--- src/rtl/alu_exec_iter.sv ---
// Execute-stage ALU: single-cycle logic/arithmetic ops and one-bit-per-cycle shifts.
// Accepts one op per valid/ready handshake and holds a registered result until it is taken.
module alu_exec_iter #(
    parameter int unsigned XLEN    = 32,
    parameter int unsigned SHAMT_W = 5
) (
    input  logic            clk,
    input  logic            rst,
    input  logic            in_valid,
    output logic            in_ready,
    input  logic [2:0]      alu_op,
    input  logic [XLEN-1:0] op_a,
    input  logic [XLEN-1:0] op_b,
    output logic            out_valid,
    input  logic            out_ready,
    output logic [XLEN-1:0] result,
    output logic            zero
);

    typedef enum logic [1:0] {
        S_IDLE,
        S_SHIFT,
        S_DONE
    } state_e;

    typedef enum logic [2:0] {
        OP_ADD = 3'b000,
        OP_SUB = 3'b001,
        OP_OR  = 3'b010,
        OP_AND = 3'b011,
        OP_XOR = 3'b100,
        OP_SLL = 3'b101,
        OP_SRL = 3'b110,
        OP_SLT = 3'b111
    } op_e;

    state_e              state_q;
    logic                in_ready_q;
    logic                out_valid_q;
    logic [XLEN-1:0]     result_q;
    logic                zero_q;
    logic [XLEN-1:0]     work_q;
    logic [XLEN-1:0]     work_d;
    logic [SHAMT_W-1:0]  cnt_q;
    logic [SHAMT_W-1:0]  cnt_d;
    logic                srl_q;

    op_e                 op;
    logic [SHAMT_W-1:0]  shamt;
    logic                is_shift;
    logic [XLEN-1:0]     alu_res;

    assign op       = op_e'(alu_op);
    assign shamt    = op_b[SHAMT_W-1:0];
    assign is_shift = (op == OP_SLL) || (op == OP_SRL);

    // A zero-count shift falls through to this path and returns op_a unchanged.
    always_comb begin
        alu_res = '0;
        unique case (op)
            OP_ADD:  alu_res = op_a + op_b;
            OP_SUB:  alu_res = op_a - op_b;
            OP_OR:   alu_res = op_a | op_b;
            OP_AND:  alu_res = op_a & op_b;
            OP_XOR:  alu_res = op_a ^ op_b;
            OP_SLL:  alu_res = op_a;
            OP_SRL:  alu_res = op_a;
            OP_SLT:  alu_res = {{(XLEN-1){1'b0}}, ($signed(op_a) < $signed(op_b))};
            default: alu_res = '0;
        endcase
    end

    always_comb begin
        work_d = srl_q ? {1'b0, work_q[XLEN-1:1]} : {work_q[XLEN-2:0], 1'b0};
        cnt_d  = cnt_q - 1'b1;
    end

    always_ff @(posedge clk or posedge rst) begin
        if (rst) begin
            state_q     <= S_IDLE;
            in_ready_q  <= 1'b1;
            out_valid_q <= 1'b0;
            result_q    <= '0;
            zero_q      <= 1'b1;
            work_q      <= '0;
            cnt_q       <= '0;
            srl_q       <= 1'b0;
        end else begin
            unique case (state_q)
                S_IDLE: begin
                    if (in_valid) begin
                        in_ready_q <= 1'b0;
                        if (is_shift && (shamt != '0)) begin
                            work_q  <= op_a;
                            cnt_q   <= shamt;
                            srl_q   <= (op == OP_SRL);
                            state_q <= S_SHIFT;
                        end else begin
                            result_q    <= alu_res;
                            zero_q      <= (alu_res == '0);
                            out_valid_q <= 1'b1;
                            state_q     <= S_DONE;
                        end
                    end
                end
                S_SHIFT: begin
                    work_q <= work_d;
                    cnt_q  <= cnt_d;
                    if (cnt_d == '0) begin
                        result_q    <= work_d;
                        zero_q      <= (work_d == '0);
                        out_valid_q <= 1'b1;
                        state_q     <= S_DONE;
                    end
                end
                S_DONE: begin
                    if (out_ready) begin
                        out_valid_q <= 1'b0;
                        in_ready_q  <= 1'b1;
                        state_q     <= S_IDLE;
                    end
                end
                default: begin
                    out_valid_q <= 1'b0;
                    in_ready_q  <= 1'b1;
                    state_q     <= S_IDLE;
                end
            endcase
        end
    end

    assign in_ready  = in_ready_q;
    assign out_valid = out_valid_q;
    assign result    = result_q;
    assign zero      = zero_q;

endmodule

--- config.mk ---
export PLATFORM = sky130hd
export DESIGN_NAME = alu_exec_iter
export DESIGN_NICKNAME = d
export VERILOG_FILES = /design/src/rtl/alu_exec_iter.sv
export SDC_FILE = /design/constraint.sdc
export NUM_CORES = 1
export LEC_CHECK = 0
export ABC_CLOCK_PERIOD_IN_PS = 5700
export CAP_MARGIN = 5
export CELL_PAD_IN_SITES_DETAIL_PLACEMENT = 1
export CELL_PAD_IN_SITES_GLOBAL_PLACEMENT = 2
export CORE_ASPECT_RATIO = 1.4
export CORE_MARGIN = 2
export CORE_UTILIZATION = 36
export CTS_CLUSTER_SIZE = 12
export DETAILED_ROUTE_END_ITERATION = 10
export PLACE_DENSITY_LB_ADDON = 0.1
export SETUP_SLACK_MARGIN = 0.02
export SLEW_MARGIN = 20
export SYNTH_ARGS = -nofsm -noshare
export SYNTH_HDL_FRONTEND = slang
export SYNTH_SLANG_ARGS = --single-unit
export TNS_END_PERCENT = 20
--- constraint.sdc ---
create_clock -name clk -period 5.7 [get_ports clk]
set_input_delay 1.425 -clock clk [delete_from_list [all_inputs] [get_ports clk]]
set_output_delay 1.425 -clock clk [all_outputs]
set_load 0.05 [all_outputs]
# [After elaboration in Yosys (flattened, before gate mapping)]
# Cells that the tools add are included.
[totals] wordCells=75 register_bits=75
[classes] n_lt_le_gt_ge=1 reduce_logical=16 n_eq_ne=14 bitwise_logic=4 add_sub_neg=3 n_mux=29
[op_table] cell="$pmux W32 S7" count=1
[op_table] cell="$mux W32" count=6
[op_table] cell="$pmux W32 S2" count=2
[op_table] cell="$logic_not A32 Y1" count=2
[op_table] cell="$add A32 B32 Y32" count=1
[op_table] cell="$and A32 B32 Y32" count=1
[op_table] cell="$lt A32 B32 Y1" count=1
[op_table] cell="$or A32 B32 Y32" count=1
[op_table] cell="$sub A32 B32 Y32" count=1
[op_table] cell="$xor A32 B32 Y32" count=1
[op_table] cell="$eq A3 B3 Y1 const B" count=4
[op_table] cell="$reduce_and A3 Y1" count=4
[op_table] cell="$mux W5" count=2
[op_table] cell="$ne A2 B2 Y1 const B" count=5
[op_table] cell="$pmux W5 S2" count=1
[op_table] cell="$mux W1" count=9
[op_table] cell="$mux W2" count=4
[op_table] cell="$reduce_and A4 Y1" count=2
[op_table] cell="$eq A3 B2 Y1 const B" count=2
[op_table] cell="$pmux W1 S3" count=2
[op_table] cell="$pmux W2 S3" count=1
[op_table] cell="$logic_not A5 Y1" count=1
[op_table] cell="$reduce_bool A5 Y1" count=1
[op_table] cell="$sub A5 B1 Y5 const B" count=1
[op_table] cell="11 further kinds" count=11

# [Depth between registers and ports, before layout]
# Gate-level depths: netlist (run 1).
[depth] word_depth=7 depth_mapped=15

# [Least setup slack after synthesis (run 1)]
# OpenSTA, ideal clock, no wires.
[synth_path] path_type="input -> register" startpoint="in op_b[4]" endpoint="reg zero_q, in the netlist zero" path_stages=14 slack_ns=1.051 setup_ns=0.072 arrival_ns=4.577 n_path_buf=1 path_cell_list="inv_1 -> ha_1 -> buf_4 -> a21o_4 -> o21ba_1 -> or4_4 -> a211oi_2 -> o221ai_2 -> o32ai_4 -> a31oi_1 -> and3_1 -> or4_1 -> or3_1 -> o21ai_1"
[synth_via] elab_chain_cells=6 word_cells_on_any_way=15
[synth_lines] item="from (decl)" line_no="13" source="input logic [XLEN-1:0] op_b,"
[synth_lines] item="$sub A32 B32 Y32 (tied with other cells)" line_no="62" source="OP_SUB: alu_res = op_a - op_b;"
[synth_lines] item="$pmux W32 S7" line_no="60" source="unique case (op)"
[synth_lines] item="$logic_not A32 Y1" line_no="100" source="zero_q <= (alu_res == '0);"
[synth_lines] item="$mux W1" line_no="93" source="if (is_shift && (shamt != '0)) begin"
[synth_lines] item="$mux W1" line_no="91" source="if (in_valid) begin"
[synth_lines] item="$pmux W1 S2" line_no="89" source="unique case (state_q)"
[synth_lines] item="to (signal assigned)" line_no="100"
[synth_lines] item="to (signal assigned)" line_no="111" source="zero_q <= (work_d == '0);"
[synth_lines] item="to (decl)" line_no="41" source="logic zero_q;"
# Parallel ways exist; a longest one is shown, timed or not. The select of a mux whose other input is x is not followed.
# A chain may end at the register's enable or synchronous reset.

# [Worst setup path in the final report (run 1)]
[layout_path] startpoint="in op_b[7]" endpoint="reg zero_q, in the netlist zero"
[layout_via] elab_chain_cells=6 word_cells_on_any_way=11
[layout_lines] item="$sub A32 B32 Y32 (tied with other cells)" line_no="62"
[layout_lines] item="$pmux W32 S7 *" line_no="60"
[layout_lines] item="$logic_not A32 Y1 *" line_no="100"
[layout_lines] item="$mux W1 *" line_no="93"
[layout_lines] item="$mux W1 *" line_no="91"
[layout_lines] item="$pmux W1 S2 *" line_no="89"
# Mark *: on every way between the ends. The rest lies on a longest branch, timed or not. The select of a mux whose other input is x is not followed.

==> results.py, run 1 <==
metrics = {
    "outcome": {
        "status": "finished, final reports clean",
    },
    "critical_path": {
        "reg2regPathDepth": 13,
        "crit_path_frequent_cell": "inv_1",
        "critical_path.max_stage_delay_ns": 0.67,
        "end_kind": "register",
        "r2r-end": "zero",
        "critical_path_arrival_ns": 5.78,
        "worstReg2RegStart": "cnt_q[0]",
        "r2r_setup_slack_ns": 2.47,
        "cp_max_fo": 7,
        "required_ns": 5.98,
        "slowest_stage": "a211oi_1",
        "crit_type": "input pin to register",
        "setup.worst_path.start_class": "input pin",
        "worstPathCellList": "clkdlybuf4s50_1 -> inv_1 -> ha_1 -> or3_1 -> nand3b_1 -> a211oi_1 -> o31ai_2 -> a31oi_1 -> o221ai_1 -> a21oi_1 -> inv_1 -> nor4_1 -> nand4_1 -> o21ai_1",
    },
    "power": {
        "combPwrFrac": 0.586,
        "leakagePower_nw": 5.35,
        "powerDensity_nw_per_um2": 329,
        "p_sw_w": 0.00200,
        "p_int_w": 0.00201,
        "max-vdd-ir-drop_mv": 0.150,
        "p_clk_frac": 0.159,
        "switching_share": 0.499,
        "pwr-share-seq": 0.255,
    },
    "timing": {
        "worst_slack_ns": 0.199,
        "finalCriticalPeriod_ns": 5.50,
        "grt_setup_unrepaired": "false",
        "worst_pin_slew_ns": 1.04,
        "final_max_slew_viol_count": 0,
        "fin_skew_ns": 0.00707,
        "fmax_ghz": 0.182,
        "slew_headroom": 0.302,
        "timing.final.hold_violations": 0,
        "setup_violations": 0,
        "period_share": 0.965,
    },
    "synthesis": {
        "synth_edf_count": 0,
        "avgSynthCellArea_um2": 7.11,
        "syn_area_um2": 9960,
        "synth_seq_cells": 75,
        "synth_top_area_frac": 0.183,
        "async_reset_ff_frac": 1.00,
        "ys.flop_type": "dfrtp_1",
        "synth_commonest_cells": "149 x nand2_1, 138 x o21ai_0, 136 x nor2_1, 102 x inv_1, 101 x a21oi_1",
        "yosys-top-cells-area": "dfrtp_1 18%, ha_1 12%, o21ai_0 6.9%",
        "yosys.area.top_type": "dfrtp_1",
        "synth-seq-area-share": 0.189,
        "synth.net_count": 1571,
        "synth_warnings": 0,
        "yosysMostFrequentCell": "nand2_1",
        "synth_cell_types": 86,
        "synth_cells": 1400,
    },
    "drt": {
        "firstDrtPassIters": 5,
        "wl_per_cell_um": 23.4,
        "viasPerCell": 6.02,
        "totalWireLength_um": 44200,
        "drtIter0Drc": 562,
        "antenna_left": 0,
        "via_count": 11400,
        "drc_errors": 0,
    },
    "hold_path": {
        "min_to": "result[26]",
        "holdCritPathClass": "register to register",
        "holdPathStages": 2,
        "hp-start": "result[26]",
    },
    "placed_design": {
        "buffer_ports.inserted": 105,
        "globalplace.congestion": 0.944,
        "post-place-ws_ns": -0.188,
        "dpl.hpwl_um": 35000,
    },
    "global_routing": {
        "grt_overflow_total": 0,
        "grt_pass1_vias": 11700,
        "grt_use_total": 0.308,
        "antenna_found_initial": 1,
        "grt_max_degree": 76,
        "grt_pass1_wl_um": 68700,
    },
    "die": {
        "core_um2": 27400,
        "io-pin-count": 106,
        "fp.dieH_um": 201,
        "die_width_um": 145,
        "rows": 72,
        "die_area_um2": 29000,
        "initial_core_util": 0.364,
    },
    "flow_run": {
        "maxCapViolations": 0,
    },
    "cts": {
        "cts_num_sinks": 75,
        "numCtsBuffers": 9,
        "clk_latency_ns": 0.35,
        "clk_pin_slew_ns": 0.06,
        "ctsHoldBuffers": 0,
        "clockBufferDepth": 2,
        "ctsHtreeMaxLevel": 3,
        "root_buffer": "clkbuf_16",
        "cts_tree": "built",
    },
    "final_layout": {
        "layout-area-overhead-vs-synth_pct": 22.3,
        "n_antenna_cell": 0,
        "final_nets": 1684,
        "drive_above_1_share": 0.0975,
        "post-route-util": 0.445,
    },
}
cell families after synthesis:
logic type / Yosys count / share of synthesized area
buf+inv: 201 / 0.0774
fa+ha+maj: 102 / 0.129
flops: 75 / 0.189
simple gates: 476 / 0.225
mux: 42 / 0.0438
xor+xnor: 6 / 0.00528
compound gates: 498 / 0.330
worst max-delay path by stage:
stage / from / end / slack (ns) / depth (start not counted)
2_1_floorplan: op_b[4] / zero / 1.05 / 14
3_3_place_gp: op_a[0] / zero / -0.21 / 17
3_5_place_dp: op_a[0] / zero / -0.19 / 17
4_1_cts: op_a[0] / zero / 0.14 / 17
5_1_grt: op_b[4] / zero / 0.04 / 15
6_report: op_b[7] / zero / 0.20 / 14
repair_timing:
item                                   in CTS  in global routing
endpoints found under the hold margin       0                  0
gates resized for setup                     0                  2
setup endpoints to repair                   0                  1
buffers inserted                            0                  0
critical path, delay by kind of cell:
kind,cells,cell delay [ns]
compound gates,6,1.95
simple gates,4,1.40
buf+inv,3,0.62
fa+ha+maj,1,0.39
metrics by stage:
stage	cell area (um^2)	instances	hold slack, ns	TNS [ns]	total power [W]
finish	12200	1888	0.474	0	0.00401
global route	12200	1888	0.498	0	0.00429
CTS	12200	1888	0.479	0	0.00402
detailed placement	11800	1872	0.465	-0.188	0.00337
global placement	11800	1872	0.459	-0.214	0.00332
floorplan	9960	1400	0.449	0	0.00248
routing by layer:
metal	vias to the layer above	routed length, um	GRT usage
li1	5321	-	-
met4	2	1700	0.116
met2	335	21300	0.516
met3	86	2170	0.0389
met1	5621	19000	0.401
met5	-	10	0
area by class of cell:
| type | count | area, um^2 |
|---|---|---|
| tap | 370 | 463 |
| inverter | 104 | 392 |
| fill | 3528 | 15200 |
| multi-input combinational | 1124 | 7360 |
| sequential | 75 | 1880 |
| clock buffer | 10 | 239 |
| clock inverter | 6 | 88.8 |
| timing repair buffer | 199 | 1760 |
sequential cells by signal, summed over array words and instances (netlist names):
name / flops
zero: 1
out_valid: 1
in_ready: 1
srl_q: 1
state_q: 2
work_q: 32
result: 32
cnt_q: 5
placed cells by master, fill, tap and decap left out, types with 8 or more instances in the layout:
cell type	count
nand2_1	149
o21ai_0	138
nor2_1	134
clkdlybuf4s50_1	102
inv_1	101
a21oi_1	101
ha_1	98
buf_4	94
dfrtp_1	72
nor2b_1	39
mux2i_1	38
nor3_1	31
a211oi_1	30
nand3_1	26
o31ai_1	22
o22ai_1	21
a21o_1	19
nor4_1	19
a31oi_1	16
nand2b_1	15
nand4_1	13
o211ai_1	13
a221oi_1	13
or3_1	10
a22oi_1	10
clkbuf_16	9
o2111ai_1	8
power groups by stage:
stage                     clock [W]  combinational (W)  sequential [W]
after floorplan                   0            0.00114         0.00134
after global placement            0            0.00230         0.00102
after detailed placement          0            0.00234         0.00103
after CTS                  0.000649            0.00235         0.00102
after global routing       0.000666            0.00257         0.00106
final                      0.000637            0.00235         0.00102
No activity file was read; power rests on OpenSTA's default activity.
==> run 2, diff against run 1 <==
Settings changed: REMOVE_ABC_BUFFERS set to 1.
==> run 2 against run 1 <==
Die area unchanged; sequential power rose by 4%; total power grew 0.35%; critical path type unchanged; highest routed layer is now met4; critical endpoint unchanged.
==> results.py, run 2 (synthesized netlist as in run 1, its figures left out) <==
metrics = {
    "outcome": {
        "status": "finished, final reports clean",
    },
    "drt": {
        "drtIter0Drc": 654,
        "via_count": 11300,
        "antenna_left": 0,
        "drc_errors": 0,
        "viasPerCell": 6.02,
        "wl_per_cell_um": 23.8,
        "firstDrtPassIters": 4,
        "totalWireLength_um": 44700,
    },
    "critical_path": {
        "end_kind": "register",
        "crit_cells": 15,
        "critical_path.max_stage_delay_ns": 0.62,
        "critical_path_arrival_ns": 5.68,
        "slowest_stage": "o311ai_1",
        "reg2regPathDepth": 12,
        "worstPathCellList": "clkdlybuf4s50_1 -> inv_1 -> ha_1 -> nor3_1 -> o311ai_1 -> a31oi_1 -> or4b_1 -> and3_1 -> o21ai_1 -> o2111ai_1 -> nand4bb_1 -> nor4_2 -> buf_4 -> nand4_1 -> o21ai_1",
        "cpLargestDelayFamily": "simple AND/OR/NAND/NOR gates",
        "crit_path_frequent_cell": "o21ai_1",
        "crit_type": "input pin to register",
        "cp_max_fo": 9,
        "required_ns": 6.01,
        "setup.worst_path.start_class": "input pin",
        "critPathBufInv": 3,
    },
    "timing": {
        "tns_ns": 0,
        "final_max_slew_viol_count": 0,
        "period_share": 0.942,
        "worst_pin_slew_ns": 1.09,
        "finalCriticalPeriod_ns": 5.37,
        "slew_headroom": 0.271,
        "grt_setup_unrepaired": "false",
        "fin_skew_ns": 0.0162,
        "fmax_ghz": 0.186,
        "timing.final.hold_violations": 0,
        "hold_slack_ns": 0.474,
        "worst_slack_ns": 0.333,
        "setup_violations": 0,
    },
    "placed_design": {
        "buffer_ports.inserted": 105,
        "dpl.hpwl_um": 34600,
        "post-place-ws_ns": -0.260,
        "globalplace.congestion": 0.980,
    },
    "die": {
        "fp.dieH_um": 201,
        "rows": 72,
        "initial_core_util": 0.364,
        "core_um2": 27400,
        "io-pin-count": 106,
        "die_width_um": 145,
        "die_area_um2": 29000,
    },
    "power": {
        "max-vdd-ir-drop_mv": 0.200,
        "leakagePower_nw": 5.31,
        "powerDensity_nw_per_um2": 332,
        "power.total_w": 0.00402,
    },
    "cts": {
        "cts_num_sinks": 75,
        "numCtsBuffers": 9,
        "root_buffer": "clkbuf_16",
        "clockBufferDepth": 2,
        "ctsHtreeMaxLevel": 3,
        "clk_latency_ns": 0.38,
        "cts_tree": "built",
        "clk_pin_slew_ns": 0.07,
        "ctsHoldBuffers": 0,
    },
    "global_routing": {
        "antenna_found_initial": 1,
        "grt_pass1_vias": 11700,
        "grt_overflow_total": 0,
        "grt_max_degree": 76,
        "grt_pass1_wl_um": 68300,
        "grt_use_total": 0.309,
    },
    "final_layout": {
        "layout_commonest_cell": "nand2_1",
        "final_nets": 1679,
        "drive_above_1_share": 0.0945,
        "layout-area-overhead-vs-synth_pct": 21.5,
        "post-route-util": 0.442,
        "layout_common_cells": "149 x nand2_1, 138 x o21ai_0, 134 x nor2_1",
    },
    "hold_path": {
        "holdPathStages": 1,
        "holdCritPathClass": "register to register",
    },
    "flow_run": {
        "maxCapViolations": 0,
    },
}
-- run 2: worst register-to-register path, cell delays in order, from the launching register on --
cell and delay, ns:
dfrtp_1 0.46, inv_1 0.17, nor2_4 0.59, and3_1 0.32, a31oi_4 0.05, nor2_1 0.21
nand4b_1 0.15, nor4b_1 0.28, nand4b_1 0.21, nor4_2 0.38, buf_4 0.17, nand4_1 0.08
o21ai_1 0.15
-- run 2: what timing repair did --
item	CTS	global route
endpoints found under the setup margin	0	1
resized for setup	0	2
buffers inserted	0	0
-- run 2: per-stage QoR --
stage	cell area, um^2	cells
2_1_floorplan	9580	1303
3_3_place_gp	11800	1867
3_5_place_dp	11800	1867
4_1_cts	12100	1883
5_1_grt	12100	1883
6_report	12100	1884
-- run 2: cell type report --
| cell class | instances | area [um^2] |
|---|---|---|
| diodes | 1 | 2.50 |
| clock buffers | 9 | 225 |
| clock inverters | 7 | 70.1 |
| fillers | 3524 | 15300 |
| inverters | 104 | 392 |
| multi-input cells | 1124 | 7360 |
| flip-flops and latches | 75 | 1880 |
| well taps | 370 | 463 |
| repair buffers | 194 | 1710 |
-- run 2: metal layers --
metal,part of all wire,track usage,up-vias
met5,0,0,-
met4,0.046,0.133,0
met3,0.040,0.0417,116
met2,0.49,0.524,338
met1,0.42,0.386,5569
li1,-,-,5315
-- run 2: worst paths after layout --
check,endpoint,startpoint,slack [ns]
max,zero,op_b[2],0.33
min,result[5],result[5],0.47
max reg2reg,zero,state_q[0],2.42
min reg2reg,result[5],result[5],0.47
max in group asynchronous,srl_q,rst,3.20
min in group asynchronous,result[26],rst,1.47
-- run 2: report_power, final --
part | total (W) | switching [W] | internal, W
Clock | 0.000609 | 0.000302 | 0.000307
Combinational | 0.00235 | 0.00154 | 0.000814
Sequential | 0.00106 | 0.000279 | 0.000784
==> run 3, diff against run 2 <==
Settings changed: ABC_CLOCK_PERIOD_IN_PS 5700 to unset, GPL_ROUTABILITY_DRIVEN set to 1, RECOVER_POWER set to 25.
==> run 3 against run 2 <==
The run now ends with capacitance limit, slew limit left; maximum frequency barely moved; via count fell by 0.18%; non-clock buffer count did not move; sequential share of layout area did not move; hold slack barely moved; sequential cell count did not move; combinational power barely moved; total power barely moved; highest routed layer unchanged.
==> results.py, run 3 (synthesized netlist as in run 1, its figures left out) <==
metrics = {
    "die": {
        "die_width_um": 145,
        "die_area_um2": 29000,
        "initial_core_util": 0.364,
        "core_um2": 27400,
        "io-pin-count": 106,
        "fp.dieH_um": 201,
        "rows": 72,
    },
    "power": {
        "p_sw_w": 0.00212,
        "powerDensity_nw_per_um2": 332,
        "pwr-share-seq": 0.264,
        "p_int_w": 0.00191,
        "max-vdd-ir-drop_mv": 0.200,
        "power.total_w": 0.00402,
        "p_clk_frac": 0.152,
        "leakagePower_nw": 5.31,
        "combPwrFrac": 0.584,
        "switching_share": 0.526,
    },
    "timing": {
        "timing.final.hold_violations": 0,
        "setup_violations": 0,
        "final_max_slew_viol_count": 39,
        "fmax_ghz": 0.186,
        "worst_pin_slew_ns": 1.92,
        "fin_skew_ns": 0.0173,
        "period_share": 0.942,
        "hold_slack_ns": 0.474,
        "finalCriticalPeriod_ns": 5.37,
        "slew_headroom": -0.289,
        "grt_setup_unrepaired": "false",
    },
    "critical_path": {
        "end_kind": "register",
        "worstReg2RegStart": "state_q[0]",
        "critical_path.max_stage_delay_ns": 0.63,
        "critPathBufInv": 2,
        "setup.worst_path.start_class": "input pin",
        "cpLargestDelayFamily": "compound AO/OA/AOI/OAI gates",
        "crit_type": "input pin to register",
        "required_ns": 5.93,
        "slowest_stage": "o311ai_1",
        "cp_max_fo": 9,
        "critical_path_arrival_ns": 5.60,
        "worstPathCellList": "clkdlybuf4s50_1 -> inv_1 -> ha_1 -> nor3_1 -> o311ai_1 -> a31oi_1 -> nor3_1 -> o21ai_1 -> a211oi_1 -> o21ai_0 -> or4_1 -> o21ai_0 -> o21ai_1",
        "startpoint": "op_b[2]",
    },
    "cts": {
        "cts_setup_buffers": 0,
        "clk_latency_ns": 0.38,
        "root_buffer": "clkbuf_16",
        "clk_pin_slew_ns": 0.07,
        "cts_tree": "built",
        "cts_num_sinks": 75,
        "clockBufferDepth": 2,
        "ctsHtreeMaxLevel": 3,
        "numCtsBuffers": 9,
    },
    "drt": {
        "wl_per_cell_um": 23.8,
        "viasPerCell": 6.01,
        "drc_errors": 0,
        "drtIter0Drc": 666,
        "firstDrtPassIters": 5,
        "totalWireLength_um": 44700,
        "antenna_left": 0,
        "via_count": 11300,
    },
    "final_layout": {
        "final_nets": 1679,
        "layout-area-overhead-vs-synth_pct": 21.5,
        "drive_above_1_share": 0.0945,
        "post-route-util": 0.442,
        "layout_commonest_cell": "nand2_1",
        "layout_common_cells": "149 x nand2_1, 138 x o21ai_0, 134 x nor2_1",
        "final_area_um2": 12100,
    },
    "global_routing": {
        "grt_use_total": 0.309,
        "grt_max_degree": 76,
        "antenna_found_initial": 1,
        "grt_overflow_total": 0,
        "grt_pass1_wl_um": 68300,
        "grt_pass1_vias": 11700,
    },
    "outcome": {
        "status": "finished with violations",
        "violations": "capacitance limit, slew limit",
    },
    "placed_design": {
        "dpl_cell_area_um2": 11800,
        "buffer_ports.inserted": 105,
        "dpl.hpwl_um": 34600,
        "globalplace.congestion": 0.980,
    },
    "hold_path": {
        "holdCritPathClass": "register to register",
        "hp-start": "result[5]",
    },
    "flow_run": {
        "maxCapViolations": 1,
    },
}
-- run 3: cell types whose count changed in the layout (fill, tap and decap cells not counted) --
cell,delta
clkdlybuf4s50_1,-2
clkinv_2,-1
clkinvlp_2,+1
dlygate4sd3_1,+2
-- run 3: final cells by class --
cell class / count / area (um^2)
diodes: 1 / 2.50
clock buffers: 9 / 225
clock inverters: 7 / 70.1
fillers: 3524 / 15300
inverters: 104 / 392
multi-input cells: 1124 / 7360
flip-flops and latches: 75 / 1880
well taps: 370 / 463
repair buffers: 194 / 1710
-- run 3: path summary, 6_finish.rpt --
check | cells past startpoint | slack (ns) | to
max | 13 | 0.33 | result[29]
min | 1 | 0.47 | result[5]
max reg2reg | 12 | 2.42 | zero
min reg2reg | 1 | 0.47 | result[5]
max in group asynchronous | 3 | 2.43 | srl_q
min in group asynchronous | 2 | 1.98 | result[26]
-- run 3: power groups by stage --
| stage | clock network (W) | logic, W | registers, W |
|---|---|---|---|
| after floorplan | 0 | 0.00108 | 0.00136 |
| after global placement | 0 | 0.00230 | 0.00106 |
| after detailed placement | 0 | 0.00234 | 0.00107 |
| after CTS | 0.000624 | 0.00236 | 0.00106 |
| after global routing | 0.000642 | 0.00256 | 0.00110 |
| final | 0.000611 | 0.00235 | 0.00106 |
-- run 3: routing by layer --
metal | vias to the layer above | global-route usage | part of all wire
met5 | - | 0 | 0
met4 | 0 | 0.133 | 0.045
met3 | 112 | 0.0417 | 0.041
met2 | 332 | 0.524 | 0.49
met1 | 5564 | 0.386 | 0.42
li1 | 5310 | - | -
-- run 3: through the flow --
stage	worst slack, ns	std cells	setup TNS (ns)
after floorplan	0.690	1303	0
after global placement	-0.119	1867	-0.119
after detailed placement	-0.260	1867	-0.260
after CTS	0.130	1883	0
after global routing	0.111	1883	0
final	0.331	1884	0
-- run 3: repair_timing --
item / in CTS / in global routing
hold buffers: 0 / 0
gates resized for setup: 0 / 2
endpoints found under the setup margin: 0 / 1
